<file path="src/rtl/cpu8_pkg.sv">
// Shared definitions for the 8-bit CPU: sequencer state codes, default jump opcode
// and instruction field positions.
package cpu8_pkg;

  typedef enum logic [3:0] {
    ST_IDLE    = 4'd0,
    ST_PC      = 4'd1,
    ST_RAM     = 4'd2,
    ST_IR      = 4'd3,
    ST_BUFFER  = 4'd4,
    ST_REG_IN  = 4'd5,
    ST_ALU     = 4'd6,
    ST_ALU_OUT = 4'd7,
    ST_REG_OUT = 4'd8,
    ST_ROM     = 4'd9,
    ST_JUMP    = 4'd10
  } state_e;

  localparam logic [3:0] JUMP_OP_DEF = 4'hF;

  localparam int unsigned OPC_MSB = 7;
  localparam int unsigned OPC_LSB = 4;
  localparam int unsigned OPR_MSB = 3;
  localparam int unsigned OPR_LSB = 0;

  localparam int unsigned ICOUNT_W = 16;

endpackage

</file>
<file path="src/rtl/fetch_unit_pc_counter.sv">
// Program counter: synchronous reset to RESET_PC, load (priority) or increment,
// silent wrap-around at 2^ADDR_W.
module pc_counter #(
  parameter int unsigned         ADDR_W   = 8,
  parameter logic [ADDR_W-1:0]   RESET_PC = '0
) (
  input  logic              clk,
  input  logic              rst,
  input  logic              ld_i,
  input  logic [ADDR_W-1:0] ld_val_i,
  input  logic              inc_i,
  output logic [ADDR_W-1:0] pc_o
);

  logic [ADDR_W-1:0] pc_q, pc_d;

  always_comb begin
    pc_d = pc_q;
    if (ld_i) begin
      pc_d = ld_val_i;
    end else if (inc_i) begin
      pc_d = pc_q + ADDR_W'(1);
    end
  end

  always_ff @(posedge clk) begin
    if (rst) begin
      pc_q <= RESET_PC;
    end else begin
      pc_q <= pc_d;
    end
  end

  assign pc_o = pc_q;

endmodule

</file>
<file path="src/rtl/fetch_unit.sv">
// Instruction-fetch stage: PC, RAM read port, fetch buffer, IR and jump pulse.
// Optional FETCH_ICOUNT_EN adds a saturating 16-bit count of IR loads on icount.
module fetch_unit
  import cpu8_pkg::*;
#(
  parameter int unsigned       ADDR_W   = 8,
  parameter logic [ADDR_W-1:0] RESET_PC = '0,
  parameter logic [3:0]        JUMP_OP  = JUMP_OP_DEF
) (
  input  logic              clk,
  input  logic              rst,
  input  logic [3:0]        state,
  input  logic              allow_up,
  input  logic [7:0]        mem_rdata,
  output logic [ADDR_W-1:0] mem_addr,
  output logic              mem_rd,
  output logic [ADDR_W-1:0] pc,
  output logic [7:0]        ir,
  output logic [3:0]        opcode,
  output logic [3:0]        operand,
  output logic              jump_taken
`ifdef FETCH_ICOUNT_EN
  ,
  output logic [ICOUNT_W-1:0] icount
`endif
);

  // JUMP_OP is decoded by the sequencer; it lives here so both share one override.
  if (ADDR_W < 4) begin : g_chk_addr_w
    $error("ADDR_W must be wide enough for a 4-bit jump target");
  end
  if (JUMP_OP == 4'h0) begin : g_chk_jump_op
    $error("JUMP_OP of 0 would alias the post-reset opcode");
  end

  logic [7:0]        fbuf_q, fbuf_d;
  logic [7:0]        ir_q, ir_d;
  logic              jump_q, jump_d;
  logic              pc_ld, pc_inc;
  logic [ADDR_W-1:0] pc_q;
  logic [ADDR_W-1:0] target;

  assign target = ADDR_W'(ir_q[OPR_MSB:OPR_LSB]);

  always_comb begin
    mem_rd   = 1'b0;
    mem_addr = pc_q;
    fbuf_d   = fbuf_q;
    ir_d     = ir_q;
    jump_d   = 1'b0;
    pc_ld    = 1'b0;
    pc_inc   = 1'b0;
    case (state)
      ST_PC:   mem_rd = 1'b1;
      ST_RAM:  fbuf_d = mem_rdata;
      ST_IR:   ir_d = fbuf_q;
      ST_ROM:  pc_inc = allow_up;
      // Read issues now because the sequencer goes straight to RAM next.
      ST_JUMP: begin
        mem_rd   = 1'b1;
        mem_addr = target;
        pc_ld    = 1'b1;
        jump_d   = 1'b1;
      end
      default: ;
    endcase
  end

  always_ff @(posedge clk) begin
    if (rst) begin
      fbuf_q <= '0;
      ir_q   <= '0;
      jump_q <= 1'b0;
    end else begin
      fbuf_q <= fbuf_d;
      ir_q   <= ir_d;
      jump_q <= jump_d;
    end
  end

  pc_counter #(
    .ADDR_W   (ADDR_W),
    .RESET_PC (RESET_PC)
  ) u_pc_counter (
    .clk      (clk),
    .rst      (rst),
    .ld_i     (pc_ld),
    .ld_val_i (target),
    .inc_i    (pc_inc),
    .pc_o     (pc_q)
  );

  assign pc         = pc_q;
  assign ir         = ir_q;
  assign opcode     = ir_q[OPC_MSB:OPC_LSB];
  assign operand    = ir_q[OPR_MSB:OPR_LSB];
  assign jump_taken = jump_q;

`ifdef FETCH_ICOUNT_EN
  logic [ICOUNT_W-1:0] icount_q, icount_d;

  always_comb begin
    icount_d = icount_q;
    if ((state == ST_IR) && (icount_q != '1)) begin
      icount_d = icount_q + ICOUNT_W'(1);
    end
  end

  always_ff @(posedge clk) begin
    if (rst) begin
      icount_q <= '0;
    end else begin
      icount_q <= icount_d;
    end
  end

  assign icount = icount_q;
`endif

endmodule

</file>
<file path="config.mk">
export PLATFORM = sky130hd
export DESIGN_NAME = fetch_unit
export DESIGN_NICKNAME = d
export VERILOG_FILES = /design/src/rtl/cpu8_pkg.sv /design/src/rtl/fetch_unit_pc_counter.sv /design/src/rtl/fetch_unit.sv
export SDC_FILE = /design/constraint.sdc
export NUM_CORES = 1
export LEC_CHECK = 0
export CORE_UTILIZATION = 40
export DETAILED_ROUTE_END_ITERATION = 10
export MAX_ROUTING_LAYER = met4
export PLACE_DENSITY = 0.75
export SKIP_LAST_GASP = 1
export SYNTH_ARGS = -nofsm -noshare
export SYNTH_HDL_FRONTEND = slang
export SYNTH_HIERARCHICAL = 1
export SYNTH_SLANG_ARGS = --single-unit
export TNS_END_PERCENT = 50
</file>
<file path="constraint.sdc">
create_clock -name clk -period 1.9 [get_ports clk]
set_clock_uncertainty 0.15 [all_clocks]
set_input_delay 0.38 -clock clk [delete_from_list [all_inputs] [get_ports clk]]
set_output_delay 0.38 -clock clk [all_outputs]
set_load 0.02 [all_outputs]
</file>
After elaboration in Yosys (flattened, before gate mapping)
Index checks and enable logic that the tools add are counted.
{"block": "totals", "out_inout_bits": 34, "word_cells": 20, "reg_bits": 25}
{"block": "classes", "n_addsub": 1, "reduce_logical": 3, "n_mux": 6, "n_eq_ne": 5}
{"cell": "adder 8 x 1 -> 8 bit, second input constant", "count": 1}
{"cell": "== test 4 x 2 -> 1 bit, second input constant", "count": 2}
{"cell": "== test 4 bit, second input constant", "count": 2}
{"cell": "2-to-1 mux 4 bit", "count": 2}
{"cell": "2-to-1 mux 8 bit", "count": 1}
{"cell": "== test 4 x 1 -> 1 bit, second input constant", "count": 1}
{"cell": "OR reduction 2 bit", "count": 2}
{"cell": "2-to-1 mux 1 bit", "count": 3}
{"cell": "nonzero test 2 bit", "count": 1}

Longest topological paths before layout
Gate-level depths: netlist of run 1.
{"block": "depth", "depth_word": 4, "depth_mapped": 6, "mapped_depth_nobuf": 5}

Modules after synthesis
Netlist of run 1, hierarchy kept.
{"module": "fetch_unit", "cells_each": 89, "area_per_inst_um2": 923.4, "seq_area_each_um2": 340.3, "instances": 1}
{"module": "pc_counter", "cells_each": 53, "area_per_inst_um2": 464.2, "seq_area_each_um2": 160.2, "instances": 1}

Worst setup path before layout of run 1
Ideal clock, no wire load.
{"block": "synth_timing", "path_kind": "input to register", "startpoint": "input port state[1]", "endpoint": "register u_pc_counter.pc_q[7] (netlist: u_pc_counter/pc_o[7])", "path_buffers": 1, "arrival_ns": 1.791, "path_slack_ns": -0.120, "cell_stages": 6, "path_cell_list": "nand3b_1 -> nor3b_1 -> buf_6 -> or3b_1 -> or4_1 -> o211ai_1"}
{"block": "synth_via", "elab_cells_between_ends": 5, "classes_between": "2 x eq/ne; 2 x mux; 1 x reduce/logical"}
{"element": "from (decl)", "line": "fetch_unit.sv:12", "rtl": "input logic [3:0] state,"}
{"element": "== test 4 bit", "line": "fetch_unit.sv:53", "rtl": "case (state)"}
{"element": "2-to-1 mux 1 bit", "line": "fetch_unit.sv:53"}
{"element": "net pc_inc", "line": "fetch_unit.sv:39", "rtl": "logic pc_ld, pc_inc;"}
{"element": "to (signal assigned)", "line": "fetch_unit_pc_counter.sv:30", "rtl": "pc_q <= pc_d;"}
{"element": "to (decl)", "line": "fetch_unit_pc_counter.sv:15", "rtl": "logic [ADDR_W-1:0] pc_q, pc_d;"}
The timed path passes the listed nets, and every way through them passes these cells.
A chain may end at the register's enable or synchronous reset.

Final worst setup path of run 1
Same ends and word-level chain as after synthesis.

==> flow_metrics.env, run 1 <==
export IMPL_syn_to_final_growth_pct=48.60
export IMPL_num_rows=21
export IMPL_n_antenna_cell=0
export IMPL_cts_sinks=25
export IMPL_routed_wl_um=3238
export IMPL_min_path_type="reg -> reg"
export IMPL_dp_cells=240
export IMPL_antenna_found_initial=0
export IMPL_cts_made_buffers=3
export IMPL_die_w_um=60.90
export IMPL_firstDrtPassIters=4
export IMPL_hold_buffers=0
export IMPL_combPwrFrac=0.166
export IMPL_hold_viol=0
export IMPL_violations="negative setup slack"
export IMPL_cp_arrival_ns=2.06
export IMPL_rsz0062_at_grt="true"
export IMPL_cts_reportedPaths_clkPinSlew_ns=0.15
export IMPL_syn_inst=142
export IMPL_hold_ws_ns=0.3476
export IMPL_start_kind="input port"
export IMPL_r2r_cells=4
export IMPL_end_kind="flop"
export IMPL_core_area_um2=3337
export IMPL_path_class="in -> reg"
export IMPL_synth_seq_cells=25
export IMPL_dr_first_iter_drc_count=24
export IMPL_clock_latency_ns=0.33
export IMPL_leakagePower_nw=0.9932
export IMPL_fill_cells=308
export IMPL_critPathMaxFanout=5
export IMPL_grt_pass1_vias=1190
export IMPL_fin_area_um2=2062
export IMPL_cts_tree="done"
export IMPL_die_h_um=60.90
export IMPL_avgSynthCellArea_um2=9.772
export IMPL_powerDensity_nw_per_um2=458.8
export IMPL_place_gp_congestion=0.7792
export IMPL_tns_ns=-0.2911
export IMPL_peakVddDrop_uv=243.0
export IMPL_clock_root_buffer="clkbuf_4"
export IMPL_drive_above_1_share=0.2426
export IMPL_p_int_mw=0.7058
export IMPL_p_seq_frac=0.570
export IMPL_clockPowerShare=0.264
export IMPL_ant_nets=0
export IMPL_max_freq_mhz=513.2
export IMPL_dieArea_um2=3708
export IMPL_post_route_util=0.6179
export IMPL_synth_warning_count=6
export IMPL_maxCapViolCount=0
export IMPL_swShare=0.2539
export IMPL_drv_slew=0
export IMPL_hpwl_um=2288
export IMPL_hold_depth=2
export IMPL_outcome="finished with violations"
export IMPL_port_buffers=48
export IMPL_setup_viol=11
export IMPL_synthesis_area_um2=1388
export IMPL_r2r_slack_ns=0.39
export IMPL_via_per_inst=4.895
export IMPL_final_instance_count_excl_fill=248
export IMPL_grt_pass1_wl_um=5057
export IMPL_grt_ovfl_total=0
export IMPL_h_tree_depth=1
export IMPL_timing_final_ws_setup_ns=-0.04856
export IMPL_grt_usage=0.1922
export IMPL_placedInstanceArea_um2=1974
export IMPL_synthDistinctLibCells=34
export IMPL_fin_crit_ns=1.949
export IMPL_vias=1214
export IMPL_clk_path_buf_depth=2
export IMPL_drc=0
export IMPL_fin_nets=219
export IMPL_wl_per_cell_um=13.06
export IMPL_cp_required_ns=2.01
export IMPL_ios=49
export IMPL_period_share=1.026
export IMPL_seq_area_frac_synth=0.3607
export IMPL_power_switching_mw=0.2402
export IMPL_start_util=0.4158
export IMPL_grt_max_degree=35
-- kinds of logic (layout without fill, tap and decap cells) --
group | Yosys count | in the layout | share of synthesized area
AO/OA/AOI/OAI | 13 | 13 | 0.06403
other | 1 | 4 | 0.002703
AND/OR/NAND/NOR | 57 | 57 | 0.2696
XOR/XNOR | 4 | 4 | 0.02525
buffers and inverters | 18 | 75 | 0.08746
adder cells (fa/ha/maj) | 1 | 1 | 0.009016
multiplexers | 23 | 23 | 0.1812
flip-flops | 25 | 25 | 0.3607
-- worst paths after layout --
| path | startpoint | to |
|---|---|---|
| setup / recovery | state[1] | u_pc_counter/pc_o[7] |
| hold / removal | fbuf_q[5] | fbuf_q[5] |
| setup reg to reg | u_pc_counter/pc_o[2] | u_pc_counter/pc_o[7] |
| hold reg to reg | fbuf_q[5] | fbuf_q[5] |
-- routing by layer --
| metal | up-vias | GRT usage | part of all wire |
|---|---|---|---|
| met5 | - | - | 0 |
| met4 | 0 | 0.07792 | 0.012 |
| met3 | 6 | 0.04691 | 0.055 |
| met2 | 43 | 0.3469 | 0.52 |
| met1 | 564 | 0.1984 | 0.41 |
| li1 | 601 | - | - |
-- cells in the mapped netlist (all sizes together) --
| cell | instances | area share |
|---|---|---|
| clkbuf | 3 | 0.0081 |
| and2b | 4 | 0.022 |
| nor3b | 4 | 0.022 |
| a21oi | 4 | 0.014 |
| nand2b | 24 | 0.11 |
| o211ai | 4 | 0.022 |
| a211oi | 3 | 0.016 |
| nand4 | 3 | 0.014 |
| o21a | 1 | 0.0054 |
| or3b | 2 | 0.013 |
| nand3 | 3 | 0.011 |
| inv | 2 | 0.0054 |
| nor3 | 1 | 0.0036 |
| xor2 | 4 | 0.025 |
| mux2i | 18 | 0.13 |
| nor2 | 5 | 0.014 |
| nand3b | 2 | 0.011 |
| or4 | 2 | 0.011 |
| nor4b | 1 | 0.0063 |
| conb | 1 | 0.0027 |
| mux2 | 5 | 0.051 |
| nor2b | 1 | 0.0045 |
| dfxtp | 25 | 0.36 |
| o31a | 1 | 0.0063 |
| and4bb | 2 | 0.018 |
| nand4bb | 1 | 0.0081 |
| nand2 | 2 | 0.0054 |
| buf | 13 | 0.074 |
| ha | 1 | 0.0090 |
-- critical path, cell delays in order --
cell,delay (ns)
buf_2,0.11
buf_4,0.13
buf_4,0.14
nand3b_1,0.16
nor3b_2,0.22
or3b_1,0.40
or4_1,0.41
o211ai_1,0.10
-- final cells by class --
cell class,count,area (um^2),share of cell area
multi-input cells,102,794.5,0.3853
repair buffers,69,671.9,0.3258
flip-flops and latches,25,500.5,0.2427
well taps,46,57.56,0.02791
clock buffers,3,22.52,0.01092
clock inverters,1,7.507,0.003641
inverters,2,7.507,0.003641
-- cells in the final DEF (no fill, tap or decap), types with 2 or more instances in the layout --
cell	count
a211oi_1	3
a21oi_1	3
and2b_1	4
and4bb_2	2
buf_2	6
buf_4	20
buf_6	6
clkbuf_4	3
clkdlybuf4s50_1	23
conb_1	4
dfxtp_1	25
dlymetal6s2s_1	11
inv_1	2
mux2_4	4
mux2i_1	18
nand2_1	2
nand2b_1	24
nand3_1	3
nand3b_1	2
nand4_1	3
nor2_1	5
nor3b_1	3
o211ai_1	4
or4_1	2
xor2_1	4
-- through the flow --
stage               power [mW]  setup slack [ns]
finish                  0.9460          -0.04856
global route            0.9880          -0.08547
CTS                     0.9593          -0.09599
detailed placement      0.7030           -0.7944
global placement        0.6978           -0.7580
floorplan               0.6225          -0.04884
-- state kept, by name, indices dropped and copies added (netlist names) --
register,count
u_pc_counter/pc_o,8
ir,8
jump_taken,1
fbuf_q,8
-- power by group through the flow --
| stage | registers, mW | logic (mW) | clock network [mW] |
|---|---|---|---|
| after floorplan | 0.557 | 0.0652 | 0 |
| after CTS | 0.540 | 0.158 | 0.262 |
| after global routing | 0.541 | 0.170 | 0.278 |
| after detailed placement | 0.551 | 0.152 | 0 |
| after global placement | 0.550 | 0.147 | 0 |
| final | 0.539 | 0.157 | 0.250 |
-- timing repair --
action                                  in CTS  in global routing
buffers inserted                             4                  0
hold endpoints to repair                     0                  0
pin swaps                                    4                  2
cloned                                       1                  0
endpoints found under the setup margin      31                 33
resized for setup                           66                 14
Note: power is estimated with default switching activity, not from simulation.
==> run 2, diff against run 1 <==
CORE_UTILIZATION = 39   (was 40)
MAX_ROUTING_LAYER = unset   (was met4)
PLACE_DENSITY = 0.76   (was 0.75)
SYNTH_HIERARCHICAL = unset   (was 1)
==> run 2 against run 1 <==
The run still ends with negative setup slack left. Die area fell by 6.6%. Non-clock buffer count increased by 4. Wire length rose by 2.6%. Sequential power is 1% lower. Core utilization up 1.2 points.
==> flow_metrics.env, run 2 <==
export IMPL_grt_pass1_wl_um=5230
export IMPL_cp_required_ns=1.37
export IMPL_firstDrtPassIters=4
export IMPL_dp_cells=246
export IMPL_syn_to_final_growth_pct=52.53
export IMPL_synthDistinctLibCells=34
export IMPL_seq_area_frac_synth=0.3972
export IMPL_syn_inst=151
export IMPL_holdPathEnd="fbuf_q[1]"
export IMPL_setup_viol=2
export IMPL_peakVddDrop_uv=220.5
export IMPL_start_kind="input port"
export IMPL_hp_start="fbuf_q[1]"
export IMPL_busiest_layer="met2"
export IMPL_cts_sinks=25
export IMPL_yosysMostFrequentCell="nand2_1"
export IMPL_synth_fa_ha_area_frac=0.009930
export IMPL_dr_first_iter_drc_count=39
export IMPL_place_gp_congestion=0.8831
export IMPL_leakagePower_nw=0.8803
export IMPL_grt_use_met2=0.3360
export IMPL_clock_root_buffer="clkbuf_4"
export IMPL_grt_pass1_vias=1212
export IMPL_final_instance_count_excl_fill=253
export IMPL_hold_buffers=0
export IMPL_outcome="finished with violations"
export IMPL_antenna_found_initial=0
export IMPL_muxShareOfSynthArea=0.07944
export IMPL_mostFrequentLayoutCell="nand2_1"
export IMPL_min_path_type="reg -> reg"
export IMPL_hpwl_um=2540
export IMPL_period_share=1.004
export IMPL_cp_arrival_ns=1.38
export IMPL_synthesis_area_um2=1260
export IMPL_end_kind="primary output"
export IMPL_critical_path_startpoint="state[2]"
export IMPL_slew_headroom=0.7414
export IMPL_max_freq_mhz=524.1
export IMPL_r2r_slack_ns=0.26
export IMPL_drv_slew=0
export IMPL_core_area_um2=3053
export IMPL_via_per_inst=5.142
export IMPL_syn_nets=167
export IMPL_use_met3=0.01758
export IMPL_synth_area_top_cells="dfxtp_1 40%, nand2_1 8.9%, mux2i_1 7.9%"
export IMPL_drc=0
export IMPL_synth_compound_area_frac=0.1112
export IMPL_cts_reportedPaths_clkPinSlew_ns=0.13
export IMPL_powerDensity_nw_per_um2=468.9
export IMPL_vias=1301
export IMPL_synthTopCellsByCount="30 x nand2_1, 25 x dfxtp_1, 10 x mux2i_1, 10 x nor2_1"
export IMPL_n_antenna_cell=0
export IMPL_synth_seq_cells=25
export IMPL_fin_nets=226
export IMPL_timing_final_ws_setup_ns=-0.008179
export IMPL_port_buffers=48
export IMPL_worstReg2RegEnd="u_pc_counter.pc_o[4]"
export IMPL_ios=49
export IMPL_synth_top_area_cell="dfxtp_1"
export IMPL_maxCapViolCount=0
export IMPL_synth_top_family_by_area="simple AND/OR/NAND/NOR gates"
export IMPL_cts_made_buffers=3
export IMPL_ant_nets=0
export IMPL_final_cell_mix="30 x nand2_1, 25 x dfxtp_1, 25 x clkdlybuf4s50_1, 25 x buf_4"
export IMPL_wl_per_cell_um=13.13
export IMPL_hold_depth=2
export IMPL_routed_wl_um=3322
export IMPL_violations="negative setup slack"
export IMPL_synth_edf_count=0
export IMPL_grtUsageMet1=0.2500
export IMPL_path_class="in -> out"
export IMPL_worst_pin_slew_ns=0.3844
export IMPL_num_rows=20
export IMPL_r2r_cells=4
export IMPL_die_h_um=58.84
export IMPL_dieArea_um2=3462
export IMPL_synth_top_flop_cell="dfxtp_1"
export IMPL_synthArstFlopShare=0
export IMPL_clk_path_buf_depth=2
export IMPL_grt_usage=0.1973
export IMPL_hold_viol=0
export IMPL_cts_tree="done"
export IMPL_tns_ns=-0.01121
export IMPL_avgSynthCellArea_um2=8.344
export IMPL_synth_xor_area_frac=0
export IMPL_start_util=0.4127
export IMPL_die_w_um=58.84
export IMPL_h_tree_depth=1
export IMPL_grt_max_degree=16
export IMPL_critPathMaxFanout=4
export IMPL_synth_top_area_frac=0.3972
export IMPL_synth_simple_gate_area_share=0.3059
export IMPL_rsz0062_at_grt="true"
export IMPL_timing_rr_start="u_pc_counter.pc_o[0]"
export IMPL_drive_above_1_share=0.2392
export IMPL_fin_crit_ns=1.908
export IMPL_synth_warning_count=0
export IMPL_clock_latency_ns=0.33
export IMPL_grt_ovfl_total=0
-- run 2: cell types whose count changed after synthesis, sizes merged, moves of 4 or more --
cell    change
and2b       -4
nand2b     -24
mux2i       -8
or3         +4
a21oi       +5
mux2        -5
xor2        -4
nor2        +5
nand2      +28
-- run 2: worst max-delay path by stage --
stage	endpoint	slack, ns	cells after the start
3_3_place_gp	mem_rd	-0.72	4
3_5_place_dp	mem_rd	-0.77	4
5_1_grt	mem_addr[0]	-0.04	6
6_report	mem_addr[6]	-0.008	6
2_1_floorplan	mem_rd	0.02	3
4_1_cts	operand[2]	-0.07	1
-- run 2: kinds of logic after synthesis --
family | count (synthesis)
mux | 10
compound gates | 23
flops | 25
simple gates | 70
buf+inv | 22
fa+ha+maj | 1
-- run 2: per-stage QoR --
step | hold slack (ns) | util | cell area, um^2 | worst slack, ns | power (mW)
5_1_grt | 0.3431 | 0.6295 | 1922 | -0.03823 | 0.9419
3_3_place_gp | 0.2917 | 0.6082 | 1857 | -0.7161 | 0.6608
4_1_cts | 0.3178 | 0.6225 | 1901 | -0.06720 | 0.9061
2_1_floorplan | 0.2860 | - | 1260 | 0.01592 | 0.5947
3_5_place_dp | 0.2991 | 0.6082 | 1857 | -0.7683 | 0.6655
6_report | 0.3143 | 0.6295 | 1922 | -0.008179 | 0.9011
-- run 2: final cells by class --
| type | count | area (um^2) |
|---|---|---|
| Clock buffer | 3 | 22.52 |
| Clock inverter | 1 | 7.507 |
| Fill cell | 271 | 1131 |
| Inverter | 3 | 11.26 |
| Multi-Input combinational cell | 104 | 650.6 |
| Sequential cell | 25 | 500.5 |
| Tap cell | 44 | 55.05 |
| Timing Repair Buffer | 73 | 674.4 |
-- run 2: routing by layer --
layer	share of wire	vias to the layer above	wire length [um]
met5	0	-	0
met4	0.016	0	52
met3	0.037	5	122
met2	0.51	39	1678
met1	0.44	619	1468
li1	-	638	-
-- run 2: worst max-delay path, stage by stage --
cell,delay (ns)
clkdlybuf4s15_2,0.20
and4bb_2,0.37
buf_6,0.12
buf_4,0.11
nor2_1,0.04
buf_4,0.15
-- run 2: what timing repair did --
item,CTS,global route
endpoints found under the hold margin,0,0
gates resized for setup,54,11
setup endpoints to repair,21,22
pin swaps,2,0
setup buffers,3,0
-- run 2: report_power, final --
group | internal (mW) | switching (mW) | leakage [nW] | total (mW)
sequential | 0.530 | 0.00357 | 0.202 | 0.533
clock | 0.0807 | 0.164 | 0.0139 | 0.244
combinational | 0.0673 | 0.0562 | 0.665 | 0.123
total | 0.678 | 0.223 | 0.880 | 0.901
==> run 3, diff against run 2 <==
GPL_TIMING_DRIVEN = 0   (was unset)
==> run 3 against run 2 <==
Sequential share of layout area rose by 1.1 points. Largest cell class is now multi-input gates. The flow now finishes without violations. Cell area is 3.3% lower. Combinational power shrank 15%. Fmax up 1.2%. Setup slack improved by 0.023 ns. Critical path type is now reg -> out. Largest power group unchanged. Die area unchanged.
==> flow_metrics.env, run 3 (synthesis results as in run 2) <==
export IMPL_leakagePower_nw=0.8582
export IMPL_h_tree_depth=1
export IMPL_end_kind="primary output"
export IMPL_critPathTopFamily="buffers and inverters"
export IMPL_holdPathEnd="u_pc_counter.pc_o[4]"
export IMPL_wl_per_cell_um=13.62
export IMPL_crit_buf_inv=1
export IMPL_die_w_um=58.84
export IMPL_start_util=0.4127
export IMPL_ios=49
export IMPL_cts_tree="done"
export IMPL_cts_made_buffers=3
export IMPL_fill_cells=287
export IMPL_rsz0062_at_grt="true"
export IMPL_fin_nets=221
export IMPL_clock_latency_ns=0.31
export IMPL_clock_root_buffer="clkbuf_4"
export IMPL_peakVddDrop_uv=262.6
export IMPL_grt_ovfl_total=0
export IMPL_cp_arrival_ns=1.36
export IMPL_period_share=0.9923
export IMPL_hold_viol=0
export IMPL_dieArea_um2=3462
export IMPL_dp_cells=240
export IMPL_dr_first_iter_drc_count=28
export IMPL_worst_pin_slew_ns=0.7648
export IMPL_num_rows=20
export IMPL_cts_reportedPaths_clkPinSlew_ns=0.13
export IMPL_setup_viol=0
export IMPL_critPathMaxFanout=6
export IMPL_hold_buffers=0
export IMPL_timing_rr_start="u_pc_counter.pc_o[0]"
export IMPL_r2r_slack_ns=0.24
export IMPL_grt_usage=0.2033
export IMPL_powerDensity_nw_per_um2=472.1
export IMPL_max_freq_mhz=530.4
export IMPL_grt_pass1_vias=1160
export IMPL_hold_depth=2
export IMPL_slew_headroom=0.4888
export IMPL_cts_sinks=25
export IMPL_total_power_mw=0.8778
export IMPL_vias=1272
export IMPL_via_per_inst=5.129
export IMPL_worstReg2RegEnd="u_pc_counter.pc_o[5]"
export IMPL_cpMaxStageDelayCell="clkdlybuf4s50_1"
export IMPL_antenna_found_initial=0
export IMPL_cp_required_ns=1.37
export IMPL_final_cell_mix="30 x nand2_1, 22 x clkdlybuf4s50_1, 21 x dfxtp_1, 15 x buf_4"
export IMPL_final_instance_count_excl_fill=248
export IMPL_path_class="reg -> out"
export IMPL_critical_path_startpoint="u_pc_counter.pc_o[4]"
export IMPL_die_h_um=58.84
export IMPL_ant_nets=0
export IMPL_crit_chain="clkdlybuf4s50_1"
export IMPL_r2r_cells=3
export IMPL_start_kind="flop"
export IMPL_hpwl_um=2362
export IMPL_routed_wl_um=3378
export IMPL_grt_pass1_wl_um=5340
export IMPL_outcome="finished clean"
export IMPL_port_buffers=45
export IMPL_drv_slew=0
export IMPL_maxCapViolCount=0
export IMPL_hold_ws_ns=0.2814
export IMPL_core_area_um2=3053
export IMPL_drive_above_1_share=0.2010
export IMPL_min_path_type="in -> reg"
export IMPL_place_gp_congestion=0.8705
export IMPL_n_antenna_cell=0
export IMPL_mostFrequentLayoutCell="nand2_1"
export IMPL_clk_path_buf_depth=2
export IMPL_slowest_delay_ns=0.63
export IMPL_drc=0
export IMPL_grt_max_degree=14
export IMPL_fin_crit_ns=1.885
export IMPL_syn_to_final_growth_pct=47.57
export IMPL_hp_start="rst"
export IMPL_firstDrtPassIters=4
## run 3: changes by cell type in the layout (fill, tap and decap cells not counted), moves of 4 or more
cell,change
buf_4,-10
dlygate4sd2_1,+5
buf_2,+4
clkbuf_1,+4
dfxtp_1,-4
dfxtp_2,+4
## run 3: repair_timing
item,CTS,global route
setup endpoints to repair,25,21
hold endpoints to repair,0,0
resized for setup,44,10
pin swaps,2,1
buffers inserted,4,2
gates cloned,1,0
## run 3: layout make-up
class,instances,area [um^2],area share
Buffer,16,97.59,0.05249
Clock buffer,4,26.28,0.01413
Inverter,3,11.26,0.006057
Multi-Input combinational cell,105,674.4,0.3627
Sequential cell,25,505.5,0.2719
Tap cell,44,55.05,0.02961
Timing Repair Buffer,51,489.2,0.2631
## run 3: how the worst max path moves through the flow
stage / slack [ns] / endpoint / cells after the start
after floorplan: 0.02 / mem_rd / 3
after global placement: -1.04 / mem_addr[2] / 7
after detailed placement: -1.09 / mem_addr[5] / 6
after CTS: -0.08 / operand[1] / 2
after global routing: -0.03 / pc[4] / 1
final: 0.01 / pc[4] / 1
## run 3: routing by layer
layer / up-vias / track usage / wire length [um]
met2: 36 / 0.3555 / 1677
met1: 604 / 0.2568 / 1514
met4: 0 / 0.08163 / 27
met3: 2 / 0.01758 / 159
met5: - / 0 / 0
li1: 630 / - / -
## run 3: power by group
group,internal (mW),switching (mW)
Clock,0.0820,0.157
Sequential,0.530,0.00437
Combinational,0.0500,0.0546
## run 3: per-stage QoR
stage / worst slack [ns] / utilization / cell area, um^2 / setup TNS (ns)
finish: 0.01463 / 0.6090 / 1859 / 0
detailed placement: -1.087 / 0.5783 / 1765 / -15.00
global route: -0.03483 / 0.6090 / 1859 / -0.2054
floorplan: 0.01592 / - / 1260 / 0
CTS: -0.07502 / 0.5963 / 1821 / -0.4337
global placement: -1.042 / 0.5783 / 1765 / -13.84
